===== src/rtl/soc_bus_pkg.sv =====
// Shared definitions for the pipeline memory bus arbiter: FSM encoding and bus constants.
package soc_bus_pkg;

  typedef enum logic [1:0] {
    IDLE    = 2'd0,
    DATA    = 2'd1,
    INSTR   = 2'd2,
    RELEASE = 2'd3
  } bus_state_t;

  localparam logic [3:0] BUS_STRB_NONE = 4'b0000;

endpackage


===== src/rtl/bus_timeout_cnt.sv =====
// Counts cycles a bus access waits for BusReady; expired fires in the wait cycle that reaches TIMEOUT.
module bus_timeout_cnt #(
  parameter int TIMEOUT = 0,
  parameter int TO_W    = 8
) (
  input  logic clk,
  input  logic rst,
  input  logic clear,
  input  logic enable,
  output logic expired
);

  generate
    if (TIMEOUT > 0) begin : g_cnt
      logic [TO_W-1:0] count;

      always_ff @(posedge clk) begin
        if (!rst) begin
          count <= '0;
        end else if (clear) begin
          count <= '0;
        end else if (enable) begin
          count <= count + {{(TO_W-1){1'b0}}, 1'b1};
        end
      end

      // The increment happening this cycle is the one that reaches TIMEOUT.
      assign expired = enable && (count == TO_W'(TIMEOUT - 1));
    end else begin : g_off
      logic unused_ctrl;
      assign unused_ctrl = clk ^ rst ^ clear ^ enable;
      assign expired     = 1'b0;
    end
  endgenerate

endmodule


===== src/rtl/mem_bus_arbiter.sv =====
// Shares one single-port memory bus between MEM (data first) and IF (instruction second),
// stalling the pipeline and bubbling MEM/WB until both hold registers are filled.
module mem_bus_arbiter
  import soc_bus_pkg::*;
#(
  parameter int TIMEOUT = 0,
  parameter int TO_W    = 8
) (
  input  logic        clk,
  input  logic        rst,
  input  logic        IfReq,
  input  logic [31:0] IfAddr,
  input  logic        MemReq,
  input  logic        MemWe,
  input  logic [31:0] MemAddr,
  input  logic [31:0] MemWdata,
  input  logic [3:0]  MemWstrb,
  output logic [31:0] IfRdata,
  output logic [31:0] MemRdata,
  output logic        BusErr,
  output logic        StallPipe,
  output logic        FlushW,
  output logic        BusValid,
  output logic        BusWe,
  output logic [31:0] BusAddr,
  output logic [31:0] BusWdata,
  output logic [3:0]  BusWstrb,
  input  logic        BusReady,
  input  logic [31:0] BusRdata
);

  bus_state_t state, state_next;
  logic       busy;
  logic       to_clear;
  logic       to_enable;
  logic       to_expired;

  assign busy      = (state == DATA) || (state == INSTR);
  assign to_enable = busy && !BusReady;
  // Any completed access leaves DATA/INSTR, so the next access always starts from zero.
  assign to_clear  = !busy || BusReady;

  bus_timeout_cnt #(
    .TIMEOUT(TIMEOUT),
    .TO_W   (TO_W)
  ) u_timeout (
    .clk    (clk),
    .rst    (rst),
    .clear  (to_clear),
    .enable (to_enable),
    .expired(to_expired)
  );

  always_ff @(posedge clk) begin
    if (!rst) begin
      state <= IDLE;
    end else begin
      state <= state_next;
    end
  end

  always_comb begin
    state_next = state;
    StallPipe  = 1'b0;
    BusValid   = 1'b0;
    BusWe      = 1'b0;
    BusAddr    = '0;
    BusWdata   = '0;
    BusWstrb   = BUS_STRB_NONE;
    case (state)
      IDLE: begin
        StallPipe = IfReq | MemReq;
        if (MemReq) begin
          state_next = DATA;
        end else if (IfReq) begin
          state_next = INSTR;
        end
      end
      DATA: begin
        StallPipe = 1'b1;
        BusValid  = 1'b1;
        BusWe     = MemWe;
        BusAddr   = MemAddr;
        BusWdata  = MemWdata;
        BusWstrb  = MemWe ? MemWstrb : BUS_STRB_NONE;
        if (BusReady) begin
          state_next = IfReq ? INSTR : RELEASE;
        end else if (to_expired) begin
          state_next = RELEASE;
        end
      end
      INSTR: begin
        StallPipe = 1'b1;
        BusValid  = 1'b1;
        BusAddr   = IfAddr;
        if (BusReady || to_expired) begin
          state_next = RELEASE;
        end
      end
      RELEASE: begin
        state_next = IDLE;
      end
      default: begin
        state_next = IDLE;
      end
    endcase
  end

  assign FlushW = StallPipe;

  // A timed-out access zeroes its target register so the pipeline never sees stale data.
  always_ff @(posedge clk) begin
    if (!rst) begin
      IfRdata  <= '0;
      MemRdata <= '0;
      BusErr   <= 1'b0;
    end else begin
      if ((state == IDLE) && (state_next != IDLE)) begin
        BusErr <= 1'b0;
      end
      if (state == DATA) begin
        if (BusReady) begin
          if (!MemWe) begin
            MemRdata <= BusRdata;
          end
        end else if (to_expired) begin
          MemRdata <= '0;
          BusErr   <= 1'b1;
        end
      end
      if (state == INSTR) begin
        if (BusReady) begin
          IfRdata <= BusRdata;
        end else if (to_expired) begin
          IfRdata <= '0;
          BusErr  <= 1'b1;
        end
      end
    end
  end

endmodule


===== config.mk =====
export PLATFORM = sky130hd
export DESIGN_NAME = mem_bus_arbiter
export DESIGN_NICKNAME = d
export VERILOG_FILES = /design/src/rtl/soc_bus_pkg.sv /design/src/rtl/bus_timeout_cnt.sv /design/src/rtl/mem_bus_arbiter.sv
export SDC_FILE = /design/constraint.sdc
export NUM_CORES = 1
export LEC_CHECK = 0
export ABC_AREA = 1
export BUFFER_PORTS_ARGS = -buffer_cell sky130_fd_sc_hd__buf_2
export CAP_MARGIN = 10
export CORE_AREA = 2 2 105 107
export DETAILED_ROUTE_END_ITERATION = 10
export DIE_AREA = 0 0 107 109
export PLACE_DENSITY = 0.68
export SYNTH_ARGS = -nofsm -noshare
export SYNTH_HDL_FRONTEND = slang
export SYNTH_HIERARCHICAL = 1
export SYNTH_SLANG_ARGS = --single-unit

===== constraint.sdc =====
create_clock -name clk -period 1.7 [get_ports clk]
set_clock_uncertainty 0.05 [all_clocks]
set_input_delay 0.17 -clock clk [delete_from_list [all_inputs] [get_ports clk]]
set_output_delay 0.17 -clock clk [all_outputs]
set_load 0.005 [all_outputs]

==> results.md, run 1 <==
* Run status: complete, but fails checks
* Failing checks: setup timing
* Die width at 107 um
* Worst Reg-to-Reg Cells at 9
* Worst stage delay on the critical path at 0.33 ns
* Hold Buf Count CTS at 0
* Setup ws final at -0.116 ns
* CTS buffer count at 9
* Type of origin of the critical path: flop
* CP Data Arrival Time at 1.60 ns
* Non-Filler Instances at 954
* CP required at ~1.5 ns
* Clock Tree Root: clkbuf_8
* Die height at 109 um
* Drt wl/cell at about 15 um
* Power per cell area at around 910 nW/um^2
* Post-Syn Nets at roughly 680
* F_max at between 0.5 and 0.6 GHz
* Met2 Use GR at 41.6%
* Final hold vios at 0
* Drt total wl at 14600 um
* Critical path class: flop to output pin
* # setup viols final at 55
* Slew Viols, Final at 0
* Remaining Overflow, GRT at 0
* Ys Warns at 6
* Worst Hold Class: primary input to flop
* Top delay family on crit path: buffers and inverters
* Peak VDD IR at 0.583 mV
* Min-Delay Path Depth at 3
* Final instance area at 5820 um^2
* Initial DRC Count at 253
* First-pass GRT wire length at 20800 um
* Syn-to-layout area delta at 72.6%
* Sink Count at 67
* Worst-path cell chain: inv_2, ha_4, clkinv_8, buf_16, a21oi_2, buf_2
* WP buf/inv at 4
* Clock Latency Late Sink at 0.33 ns
* Min Tclk post-route at 1.82 ns
* H-Tree Level Count at 3
* Drt first pass iters at 5
* Max FO, Critical Path at 9
* Placement row count at 38
* Vias post-DR at 4493
* Bufs on Longest Clock Path at 2
* Endpoint type of the worst setup path: output pin
* Io pins at 275
* Post-DRT Antenna Nets at 0
* Final Cycle Share at 107%
* Residual DRC count at 0
* Worst path slowest cell: dfxtp_2
* Initial antenna violation count at 1
* Placed cell areas at about 5000 um^2
* Share of post-route cells with drive strength above 1 at between 40% and 50%
* DP HPWL at between 9000 and 10000 um
* LEAKAGE at 0.00309 uW
* Worst path depth at 6
* Clock transition at path regs at 0.07 ns
* Die area at between 10000 and 15000 um^2
* CTS tree: done
* Routability cong. at 0.854
* Total power draw at 5280 uW
* Busiest grt layer: met2
* Vias in the first global route at 4167
* # Max-Cap Violations at 0
* Placed Cells at 924
* Final net count at 951
* Unrepaired setup endpoints after global routing: yes
* Syn_area_per_cell at 6.31 um^2
* Met1 Track Usage GR at 25.6%
* M3 GR Usage at ~6.1%
* Post-Synthesis Cells at 535
* GRT Util Overall at between 20% and 30%
* Core area at 10600 um^2
* Initial Util at 31.8%
* Via density at 4.71
* WHS at 0.0394 ns
* Port Buf Inserts at 274
* Pin count of the biggest net entering global routing at 67
* Synthesized area at around 3400 um^2
==> state kept, by name, summed over array words and instances (netlist names) <==
signal / cells
IfRdata: 32
MemRdata: 32
state: 2
BusErr: 1
==> final timing paths <==
check | from | endpoint | slack (ns)
hold / removal | rst | state[0]$_SDFF_PN0_ | 0.04
hold reg to reg | IfRdata[26]$_SDFFE_PN0P_ | IfRdata[26]$_SDFFE_PN0P_ | 0.41
setup reg to reg | state[0]$_SDFF_PN0_ | MemRdata[1]$_SDFFE_PN0P_ | 0.12
setup / recovery | state[1]$_SDFF_PN0_ | BusAddr[10] | -0.12
==> through the flow <==
stage	utilization [%]	setup WS, ns	TNS [ns]
after detailed placement	46.8	0.0870	0
final	54.9	-0.116	-3.14
after CTS	51.9	-0.132	-4.20
after global routing	54.9	-0.168	-7.47
after floorplan	-	0.226	0
after global placement	46.8	0.0987	0
==> metal layers <==
| metal | share of wire (%) | up-vias |
|---|---|---|
| met4 | 2.2 | 0 |
| met1 | 38 | 2041 |
| met5 | 0 | - |
| met2 | 52 | 203 |
| li1 | - | 2219 |
| met3 | 7.7 | 30 |
==> where the power goes <==
part           internal (uW)  switching (uW)  total [uW]
Clock                    717             622        1340
Sequential              1660            44.2        1700
Combinational           1060            1180        2250
Total                   3440            1850        5280
==> layout by cell type (no fill, tap or decap) <==
cell type   instances
clkinv_2            2
buf_6               6
clkbuf_8           10
nand3_1            45
ha_4                3
inv_4               1
nor2_2              1
buf_2             269
diode_2             1
nand3b_1            1
buf_16              6
clkinvlp_4          1
buf_4               7
ha_1                2
a21oi_4             8
buf_12             10
inv_1              45
o21ai_0             2
nand2_2            13
dfxtp_4             1
inv_2              11
bufinv_16           1
clkinv_4            2
dfxtp_1            65
clkbuf_16           3
clkinv_8            1
dfxtp_2             1
conb_1              1
buf_8               2
nand2_1           186
nor2_1              6
a21oi_1            70
a21oi_2            23
nand2_4             8
==> final cells by class <==
class                           count  area (um^2)
Fill cell                        1045         4780
Timing Repair Buffer              303         1940
Multi-Input combinational cell    369         1930
Sequential cell                    67         1350
Inverter                           58          233
Tap cell                          140          175
Clock buffer                       10          138
Clock inverter                      6         65.1
Antenna cell                        1         2.50
==> timing repair <==
action | in CTS | in global routing
buffers inserted | 5 | 0
cloned | 5 | 3
gates resized for setup | 41 | 66
pin swaps | 7 | 9
endpoints found under the setup margin | 65 | 75
==> worst min-delay path, cell delays in order <==
cell	delay, ns
buf_2	0.11
nand2_1	0.06
a21oi_1	0.04
Note: power is estimated with default switching activity, not from simulation.
==> run 2, diff against run 1 <==
--- a/config.mk
+++ b/config.mk
@@ -11,8 +11,9 @@
 export CORE_AREA = 2 2 105 107
 export DETAILED_ROUTE_END_ITERATION = 10
 export DIE_AREA = 0 0 107 109
-export PLACE_DENSITY = 0.68
+export PLACE_DENSITY_LB_ADDON = 0.08
 export SYNTH_ARGS = -nofsm -noshare
 export SYNTH_HDL_FRONTEND = slang
 export SYNTH_HIERARCHICAL = 1
 export SYNTH_SLANG_ARGS = --single-unit
+export TNS_END_PERCENT = 5
==> results.md, run 2 (same netlist as run 1, synthesis figures left out) <==
* CP required at 1.48 ns (about the same)
* # setup viols final at 56 (+1.8%)
* Worst stage delay on the critical path at 0.38 ns (+0.05 ns)
* Clock power frac at 26.3% (+1.0 points)
* Final Core Density at 52.4% (-2.5 points)
* Total power draw at 4930 uW (-6.8%)
* Vias in the first global route at 3979 (-4.5%)
* Clock transition at path regs at 0.08 ns (about the same)
* Slew Viols, Final at 0 (unchanged)
* Max FO, Critical Path at 17 (+8)
* Bufs on Longest Clock Path at 2 (unchanged)
* RR Startpoint: state[0]$_SDFF_PN0_
* Syn-to-layout area delta at 64.7%
* Initial Util at 31.8% (unchanged)
* Setup ws final at -0.0629 ns (+0.0528 ns)
* GRT Util Overall at 23.8% (+0.92 points)
* Final Cycle Share at 104% (-3.1 points)
* Critical path class: flop to output pin
* Final hold vios at 0 (unchanged)
* Clock Latency Late Sink at 0.34 ns (about the same)
* F_max at 0.567 GHz (+3.0%)
* NetSw at 1740 uW (-6.1%)
* Routability cong. at 0.892 (+4.5%)
* Start point of the critical path: state[0]$_SDFF_PN0_
* Post-DRT Antenna Nets at 0 (unchanged)
* WHS at 0.0494 ns (+0.0100 ns)
* Worst path slowest cell: dfxtp_4
* Failing checks: setup timing
* DP HPWL at 10700 um (+8.6%)
* Endpoint type of the worst setup path: output pin
* Final net count at 950 (-0.11%)
* Run status: complete, but fails checks
* Part of the power in combinational logic at 39.2% (-3.3 points)
* Clock Tree Root: clkbuf_8
* CTS tree: done
* Worst-path cell chain: buf_6, ha_4, buf_12, nand2_1, a21oi_2, buf_2
* Core area at 10600 um^2 (unchanged)
* Initial DRC Count at 229 (-9.5%)
* Remaining Overflow, GRT at 0 (unchanged)
* Unrepaired setup endpoints after global routing: yes
* Vias post-DR at 4494 (+0.022%)
* # Max-Cap Violations at 0 (unchanged)
* CP Data Arrival Time at 1.54 ns (-0.06 ns)
* Type of origin of the critical path: flop
* CTS buffer count at 9 (unchanged)
* Drt wl/cell at 15.5 um (+0.78%)
* Internal power at 3190 uW (-7.1%)
* Share of post-route cells with drive strength above 1 at 47.0% (-0.99 points)
* Power per cell area at 887 nW/um^2 (-2.3%)
* Io pins at 275 (unchanged)
* Min Tclk post-route at 1.76 ns (-0.0528 ns)
* Top delay family on crit path: flip-flops
* Placement row count at 38 (unchanged)
* Peak VDD IR at 0.523 mV (-10%)
* Most frequent cells in the layout: buf_2 (274), nand2_1 (193), dfxtp_1 (65)
* Die width at 107 um (unchanged)
* Residual DRC count at 0 (unchanged)
* Initial antenna violation count at 1 (unchanged)
* Sink Count at 67 (unchanged)
* Die height at 109 um (unchanged)
* Fill cell total of the finished layout at 1087 (+4.0%)
* LEAKAGE at 0.00297 uW (-3.9%)
* Register area at 1350 um^2 (unchanged)
* Sw frac at 35.2% (+0.25 points)
* Sequential cell fraction of total power at 34.6% (+2.4 points)
* Commonest non-fill, non-tap cell in the layout: buf_2
* H-Tree Level Count at 3 (unchanged)
* Hold wc startpoint: BusRdata[7]
* Drt total wl at 14700 um (+0.57%)
* Worst Hold Class: primary input to flop
* Port Buf Inserts at 274 (unchanged)
* Area of the multi-input gates at 1850 um^2 (-3.9%)
* Top flop regs: IfRdata: 32 flops, MemRdata: 32 flops, state: 2 flops
* Via density at 4.72 (+0.23%)
* Die area at 11700 um^2 (unchanged)
* First-pass GRT wire length at 21200 um (+1.7%)
* Pin count of the biggest net entering global routing at 43 (-36%)
* Pre-CTS WS at 0.0882 ns (+0.00114 ns)
* WP buf/inv at 3 (-1)
* Drt first pass iters at 8 (+3)
## run 2: changes by cell type in the layout (fill, tap and decap cells not counted), moves of 5 or more
cell | previous run | this run
nand2_1 | 186 | 193
nand2_4 | 8 | 1
a21oi_2 | 23 | 36
buf_2 | 269 | 274
inv_2 | 11 | 3
buf_4 | 7 | 12
inv_1 | 45 | 53
a21oi_4 | 8 | 1
a21oi_1 | 70 | 64
## run 2: repair_timing
item / CTS / global route
gates cloned: 4 / 1
hold buffers: 1 / 0
buffers inserted: 5 / 1
hold endpoints to repair: 1 / 0
pin swaps: 5 / 15
gates resized for setup: 42 / 34
endpoints found under the setup margin: 71 / 103
## run 2: final timing paths
kind / end / slack, ns / cells after the start
max: BusAddr[23] / -0.06 / 6
min: MemRdata[7]$_SDFFE_PN0P_ / 0.05 / 3
max reg2reg: MemRdata[20]$_SDFFE_PN0P_ / 0 / 9
min reg2reg: IfRdata[12]$_SDFFE_PN0P_ / 0.41 / 2
## run 2: power by group through the flow
stage               clock network [uW]  registers, uW  logic, uW
floorplan                            0           1740        749
global placement                     0           1730       1480
detailed placement                   0           1730       1490
CTS                               1330           1700       1860
global route                      1400           1710       2100
finish                            1300           1700       1930
## run 2: routing by layer
metal | routed length, um | vias to the layer above | GRT usage (%) | part of all wire [%]
met5 | 0 | - | 0 | 0
met4 | 503 | 0 | 11.1 | 3.4
met1 | 5430 | 2045 | 27.7 | 37
li1 | - | 2215 | - | -
met2 | 7610 | 202 | 41.4 | 52
met3 | 1170 | 32 | 5.80 | 7.9
## run 2: tightest hold or removal path: stages
cell     delay [ns]
buf_2          0.10
nand3_1        0.07
a21oi_1        0.05
## run 2: cell type report
class,instances,share of cell area [%]
multi-input combinational,369,33.3
timing repair buffer,302,31.7
sequential,67,24.2
inverter,58,4.10
tap,140,3.15
clock buffer,9,2.23
clock inverter,6,1.19
antenna,1,0.0450
## run 2: stage by stage
step,cell area [um^2],instances,setup TNS [ns]
final,5560,952,-1.49
after global routing,5560,952,-7.57
after CTS,5440,950,-3.22
after detailed placement,4930,925,0
after global placement,4930,925,0
after floorplan,3370,535,0
